$ cat src/rtl/spcpu_prefetch_unit.sv
// spcpu_prefetch_unit: halfword prefetch queue that assembles 16/32-bit instructions for the core
// and flushes on redirect, discarding any stale in-flight fetch.
module spcpu_prefetch_unit #(
    parameter int ADDR_WIDTH = 16,
    parameter int HALF_WIDTH = 16,
    parameter int QUEUE_DEPTH = 4,
    parameter logic [ADDR_WIDTH-1:0] RESET_PC = '0,
    parameter logic [HALF_WIDTH-1:0] IG5_MASK = 16'hc000,
    parameter logic [HALF_WIDTH-1:0] IG5_MATCH = 16'hc000
) (
    input  logic                  clk,
    input  logic                  reset,
    output logic                  mem_req,
    output logic [ADDR_WIDTH-1:0] mem_addr,
    input  logic                  mem_ack,
    input  logic [HALF_WIDTH-1:0] mem_rdata,
    output logic                  instr_valid,
    input  logic                  instr_take,
    output logic [HALF_WIDTH-1:0] instr_hi,
    output logic [HALF_WIDTH-1:0] instr_lo,
    output logic                  instr_is_32,
    output logic [ADDR_WIDTH-1:0] instr_pc,
    input  logic                  redirect_valid,
    input  logic [ADDR_WIDTH-1:0] redirect_addr,
    output logic                  misaligned
);
    localparam int PW = $clog2(QUEUE_DEPTH);
    localparam int CW = PW + 1;
    localparam logic [CW-1:0] DEPTH = CW'(QUEUE_DEPTH);

    typedef enum logic {F_IDLE, F_WAIT} fstate_t;

    fstate_t state, state_next;
    logic [HALF_WIDTH-1:0] q [QUEUE_DEPTH];
    logic [PW-1:0] head, tail;
    logic [CW-1:0] count, count_next;
    logic [ADDR_WIDTH-1:0] fetch_pc, fetch_pc_next, decode_pc, redirect_pc, addr_next;
    logic discard, ack, push, head_32, issue, req_next;
    logic [1:0] pop;

    assign redirect_pc = {redirect_addr[ADDR_WIDTH-1:1], 1'b0};
    assign ack = mem_ack && state == F_WAIT;
    // A redirect drops whatever arrives in the same cycle along with the queue.
    assign push = ack && !discard && !redirect_valid;
    assign head_32 = (q[head] & IG5_MASK) == IG5_MATCH;
    assign instr_valid = (count >= CW'(1) && !head_32) || count >= CW'(2);
    assign pop = (instr_take && instr_valid && !redirect_valid) ? (head_32 ? 2'd2 : 2'd1) : 2'd0;
    assign count_next = redirect_valid ? '0 : count + CW'(push) - CW'(pop);
    assign fetch_pc_next = redirect_valid ? redirect_pc : push ? fetch_pc + ADDR_WIDTH'(2) : fetch_pc;
    assign instr_hi = instr_valid ? q[head] : '0;
    assign instr_is_32 = instr_valid && head_32;
    assign instr_lo = instr_is_32 ? q[head + PW'(1)] : '0;
    assign instr_pc = decode_pc;

    // Issuing against count_next keeps count + outstanding within the queue depth.
    always_comb begin
        state_next = state;
        req_next = mem_req;
        addr_next = mem_addr;
        issue = count_next < DEPTH;
        if (state == F_IDLE || ack) begin
            state_next = issue ? F_WAIT : F_IDLE;
            req_next = issue;
            addr_next = issue ? fetch_pc_next : mem_addr;
        end
    end

    always_ff @(posedge clk or negedge reset) begin
        if (!reset) begin
            state <= F_IDLE;
            mem_req <= 1'b0;
            mem_addr <= RESET_PC;
            fetch_pc <= RESET_PC;
            decode_pc <= RESET_PC;
            count <= '0;
            head <= '0;
            tail <= '0;
            discard <= 1'b0;
            misaligned <= 1'b0;
        end else begin
            state <= state_next;
            mem_req <= req_next;
            mem_addr <= addr_next;
            fetch_pc <= fetch_pc_next;
            count <= count_next;
            decode_pc <= redirect_valid ? redirect_pc : decode_pc + ADDR_WIDTH'({pop, 1'b0});
            head <= redirect_valid ? '0 : head + PW'(pop);
            tail <= redirect_valid ? '0 : tail + PW'(push);
            discard <= (redirect_valid && state == F_WAIT && !mem_ack) ? 1'b1 : ack ? 1'b0 : discard;
            misaligned <= redirect_valid && redirect_addr[0];
        end
    end

    always_ff @(posedge clk) begin
        if (push) q[tail] <= mem_rdata;
    end
endmodule

$ cat config.mk
export PLATFORM = sky130hd
export DESIGN_NAME = spcpu_prefetch_unit
export DESIGN_NICKNAME = d
export VERILOG_FILES = /design/src/rtl/spcpu_prefetch_unit.sv
export SDC_FILE = /design/constraint.sdc
export NUM_CORES = 1
export LEC_CHECK = 0
export CORE_ASPECT_RATIO = 2
export CORE_UTILIZATION = 48
export DETAILED_ROUTE_END_ITERATION = 8
export HOLD_SLACK_MARGIN = 0.15
export PLACE_DENSITY = 0.88
export SLEW_MARGIN = 40
export SYNTH_ARGS = -nofsm -noshare
export SYNTH_HDL_FRONTEND = slang
export SYNTH_SLANG_ARGS = --single-unit
$ cat constraint.sdc
create_clock -name clk -period 3.1 [get_ports clk]
set_input_delay 0.465 -clock clk [delete_from_list [all_inputs] [get_ports clk]]
set_output_delay 0.465 -clock clk [all_outputs]
set_load 0.005 [all_outputs]
# Word level (Yosys, flattened, before mapping)
# Memories as Yosys holds them, arrays and structs flattened.
# Cells that the tools add are included.
# word_totals
memories,1
mem_bits_rw,64
reg_bits,59
elab_cells,56
output_inout_bits,68
# classes
reduce_logical,18
n_mux,15
add_sub_neg,7
eq_ne,1
bitwise,1
n_lt_le_gt_ge,3
# memory_table
name,words,width,rd,rd_ports_with_merged_regs,write_ports,line_no,source
q,4,16,2,0,1,34,logic [HALF_WIDTH-1:0] q [QUEUE_DEPTH];
# op_table
cell,n
$mux 16,5
$add 16x2->16 const B,1
$add 16x3->16,1
$logic_and 1x1->1,10
$mux 2,4
$mux 1,5
$logic_not 1->1,4
$add 3x1->3,1
$ge 3x1->1 const B,1
$ge 3x2->1 const B,1
$lt 3x3->1 const B,1
$mux 3,1
$sub 3x2->3,1
$add 2x1->2,1
$add 2x1->2 const B,1
$add 2x2->2,1
$eq 2x2->1 const B,1
$logic_or 1x1->1,2
$reduce_and 2->1,1
$reduce_bool 2->1,1
$not 1->1,1

# Longest topological paths before layout
# Gate-level depths: netlist of the first run.
# An unclocked memory read counts as a cell.
# logic_depth
word_depth,12
depth_mapped,13

# Worst setup path before layout of the first run
# No wires, ideal clock.
# synth_timing
path_kind,input to register
start,in redirect_valid
end,reg mem_addr[11]
n_path_buf,3
stages,11
path_slack_ns,-0.350
arrival_ns,3.325
required_time_ns,2.975
cell_sequence,clkinv_1 > buf_1 > clkbuf_1 > nand3_1 > ha_1 > fa_1 > xnor2_1 > xnor2_1 > o21ai_2 > buf_2 > mux2_2
# synth_via
elab_chain_len,7
word_cells_on_any_way,11
classes_between,add/sub (2); order compare (1); mux (4); reduce/logical (4)
# synth_rtl
item,line_no,source
from (decl),23,"input logic redirect_valid,"
$logic_not 1->1,"44, 47",
"$logic_and 1x1->1, on equally long branches","44, 47",
$add 3x1->3 or $mux 2 (tied branches),"48, 47",
$sub 3x2->3,48,assign count_next = redirect_valid ? '0 : count + CW'(push) - CW'(pop);
$mux 3,48,
$lt 3x3->1,60,issue = count_next < DEPTH;
$reduce_and 2->1 (no line),n/a,
to (signal assigned),83,mem_addr <= addr_next;
to (decl),14,"output logic [ADDR_WIDTH-1:0] mem_addr,"
# Several ways; a longest one is shown, not always the timed one.
# A chain may end at the register's enable or synchronous reset.

# Worst setup path after layout of the first run
# layout_timing
start,reg head[1]
end,reg mem_addr[11]
# layout_via
elab_chain_len,12
word_cells_on_any_way,13
classes_between,add/sub (1); order compare (1); eq/ne (1); mux (3); reduce/logical (6); memory (1)
# layout_rtl
item,line_no,source
from (decl),35,"logic [PW-1:0] head, tail;"
from (signal assigned),87,head <= redirect_valid ? '0 : head + PW'(pop);
$mem_v2 4x16 (*),n/a,
$eq 2x2->1 (*),45,assign head_32 = (q[head] & IG5_MASK) == IG5_MATCH;
$logic_not 1->1,46,assign instr_valid = (count >= CW'(1) && !head_32) || count >= CW'(2);
$logic_and 1x1->1,46,
$logic_or 1x1->1,46,
$logic_and 1x1->1 (2 in series),47,assign pop = (instr_take && instr_valid && !redirect_valid) ? (head_32 ? 2'd2 : 2'd1) : 2'd0;
$mux 2 (*),47,
$sub 3x2->3 (*),48,
$mux 3 (*),48,
$lt 3x3->1 (*),60,
$reduce_and 2->1 (no line) (*),n/a,
# Every way passes the cells marked *; elsewhere a longest branch is shown, timed or not.

==> results of run 1 <==
==> path summary, 6_finish.rpt <==
| path | depth (start not counted) | endpoint | from |
|---|---|---|---|
| max in group asynchronous | 2 | head[1]$_DFF_PN0_ | reset |
| worst min register to register | 2 | mem_addr[3]$_DFFE_PN0P_ | mem_addr[3]$_DFFE_PN0P_ |
| worst max register to register | 11 | mem_addr[11]$_DFFE_PN0P_ | head[1]$_DFF_PN0_ |
| worst min-delay path | 2 | instr_pc[9]$_DFF_PN0_ | reset |
| worst max-delay path | 11 | mem_addr[11]$_DFFE_PN0P_ | head[1]$_DFF_PN0_ |
| min in group clk | 2 | mem_addr[3]$_DFFE_PN0P_ | mem_addr[3]$_DFFE_PN0P_ |
==> flip-flops by register name (all words and copies together), names as in the netlist <==
name	flops
instr_pc	15
misaligned	1
discard	1
q	64
mem_addr	16
mem_req	1
count	3
head	2
tail	2
fetch_pc	16
==> report_power, final <==
| group | switching, µW | internal (µW) |
|---|---|---|
| Clock | 706 | 1100 |
| Sequential | 170 | 1910 |
| Combinational | 713 | 1090 |
==> through the flow <==
step | power [µW] | util | setup slack [ps] | TNS, ps
4_1_cts | 5619 | 0.6578 | -7.970 | -7.970
3_3_place_gp | 3717 | 0.6103 | -81.28 | -985.7
3_5_place_dp | 3779 | 0.6103 | -174.3 | -2370
2_1_floorplan | 2949 | - | -83.43 | -333.7
6_report | 5692 | 0.6697 | 7.627 | 0
5_1_grt | 5941 | 0.6697 | -89.88 | -943.2
==> final cells by class <==
type                    instances  area (µm²)
repair buffers                132        1304
flip-flops and latches        121        3349
well taps                     145       181.4
fillers                       825        3887
clock buffers                  18       429.2
inverters                      14       52.55
clock inverters                14       126.4
multi-input cells             245        2441
==> layout by cell type (no fill, tap or decap), drive strengths merged, types with 3 or more instances in the layout <==
cell type	synthesis	routed
a21oi	6	6
and2b	3	3
and3	3	3
buf	12	29
clkbuf	7	19
clkdlybuf4s50	0	93
clkinv	1	7
clkinvlp	0	5
dfrtp	57	57
dlymetal6s2s	0	9
edfxtp	64	64
ha	6	6
inv	13	15
mux2	31	31
mux4	32	32
nand2	18	18
nand2b	4	4
nand3	8	8
nand4	4	4
nor2	22	22
nor2b	34	34
nor3	5	5
nor4	7	7
o21ai	5	5
o31ai	5	5
xnor2	17	17
xor2	11	11
==> logic make-up (layout without fill, tap and decap cells) <==
kind of cell / Yosys count / in the layout / share of synthesized area
flip-flops: 121 / 121 / 0.5780
AND/OR/NAND/NOR: 117 / 117 / 0.1114
multiplexers: 65 / 65 / 0.1894
buffers and inverters: 33 / 178 / 0.02441
XOR/XNOR: 28 / 28 / 0.04233
AO/OA/AOI/OAI: 26 / 26 / 0.03391
adder cells (fa/ha/maj): 8 / 8 / 0.01987
other: 1 / 1 / 0.0006473
==> worst max-delay path: cells and delay by family (launching register included) <==
family | cells | cell delay [ps]
and+or+nand+nor | 1 | 70
buffers and inverters | 2 | 290
xor gates and xnor gates | 2 | 320
muxes | 2 | 920
AOI/OAI and AO/OA | 2 | 340
DFF | 1 | 400
adders and majority gates | 2 | 620
==> what timing repair did <==
item                                    4_1_cts  5_1_grt
gates resized for setup                       1       23
buffers inserted                              0        3
endpoints found under the setup margin        2       15
pin swaps                                     0        7
gates cloned                                  0        1
==> layer usage <==
layer / vias up / GRT usage / routed length (µm) / share of wire
met2: 130 / 0.4217 / 7769 / 0.59
met4: 0 / 0.09957 / 365 / 0.028
met5: - / 0 / 0 / 0
met3: 23 / 0.04232 / 527 / 0.040
met1: 1958 / 0.2159 / 4495 / 0.34
li1: 1737 / - / - / -
==> run metrics, run 1 <==
Yosys warning count 0; Yosys reg bits between 100 and 150; Root Buffer clkbuf_16; RSZ-0062 raised after global routing yes; ys async rst share 0.4711; via count 3848; port bufs a little over 100; crit path cell chain mux4_2 > o211ai_4 > inv_2 > nand3_4 > ha_4 > fa_2 > xnor2_2 > xnor2_2 > o21ai_4 > clkbuf_16 > mux2_4; Die Ht 157.4 µm; CP max stage cell mux4_2; Worst path most repeated cell xnor2_2; clk_lat worst skew 410 ps; die width 79.68 µm; vias per std cell ~5.6; Tmin final approximately 3100 ps; Seq/Total Area, Yosys 0.5780; outcome finished, final reports clean; Top FF cell, synth edfxtp_1; relative max-transition margin 0.5822; required time of the worst setup path 3390 ps; Core ar. around 12000 µm²; Post-synth EDFFs 64; share of post-route cells with drive strength above 1 0.2647; DR WL/cell roughly 19 µm; number of global-route vias before repair about 4000; # nets final 576; Antenna Violating Nets Remaining 0; H-tree depth 4; Final Hold Viols 0; number of antenna violations at the first check in global routing 0; clock skew 5.233 ps; largest cells by area after synthesis edfxtp_1 (33%), dfrtp_1 (25%), mux4_2 (12%); worst hold margin between 100 and 150 ps; grt total ovfl 0; DPL Wire Length about 9 mm; worst vdd ir around 0.57 mV; Syn-to-layout area delta 36.09%; CTS clk-pin slew, worst paths about 50 ps; CTS Buf Count 17; fin. max-slew vios 0; Tot GR Track Use 0.2186; Worst-Margin Slew about 620 ps; # rows 56; IO Count 105; die area 12540 µm²; hold_buf cts 0; synth cell count leaders edfxtp_1 (64), dfrtp_1 (57), nor2b_1 (34); Fmax ~320 MHz; Setup violations, final 0; largest net degree at the start of global routing 58; Crit. End Element register; Post-Syn Nets between 400 and 500; Post-Syn Area per Cell 14.52 µm²; count leader, synth edfxtp_1; CTS tree yes; Netlist cell types 50; crit-path max FO 8; dpl cell area between 7000 and 8000 µm²; GPL Wtd Cong about 0.77; first-pass GRT wire length about 20 mm; CP Class reg -> reg; Lkg Pwr between 0.003 and 0.004 µW; max-cap violations 0; worst hold path type in -> async; R2R Setup Slk ~7.6 ps; WL final 13.16 mm; Initial DRC Count 180; Mapped Area 5793 µm²; Cells after Synth about 400; CP peak stage delay 620 ps; Critical Path AT roughly 3400 ps; Worst Setup Start Kind register; Synth top area share 0.3317; drt pass-1 iters 5; Non-Filler Instances around 690; initial core utilization 0.4921; Clock Tree Buf Depth 2; Finished Cell Area a little under 8000 µm²; n_diodes 0; period utilization 0.9975; # DRC 0; power density over the cells 722.0 nW/µm²; clock sink count 121; cell count after placement between 600 and 700; Synth area leader edfxtp_1
No activity file was read; power rests on OpenSTA's default activity.
==> inputs of run 2 (changes only) <==
- GPL_ROUTABILITY_DRIVEN: unset -> 0
==> results of run 2 <==
No change in the layout: final DEF, timing and power equal those of run 1.
==> inputs of run 3 (changes only) <==
- HOLD_SLACK_MARGIN: 0.15 -> 0.1
- TNS_END_PERCENT: unset -> 100
==> results of run 3 <==
No change in the layout: final DEF, timing and power equal those of run 1.
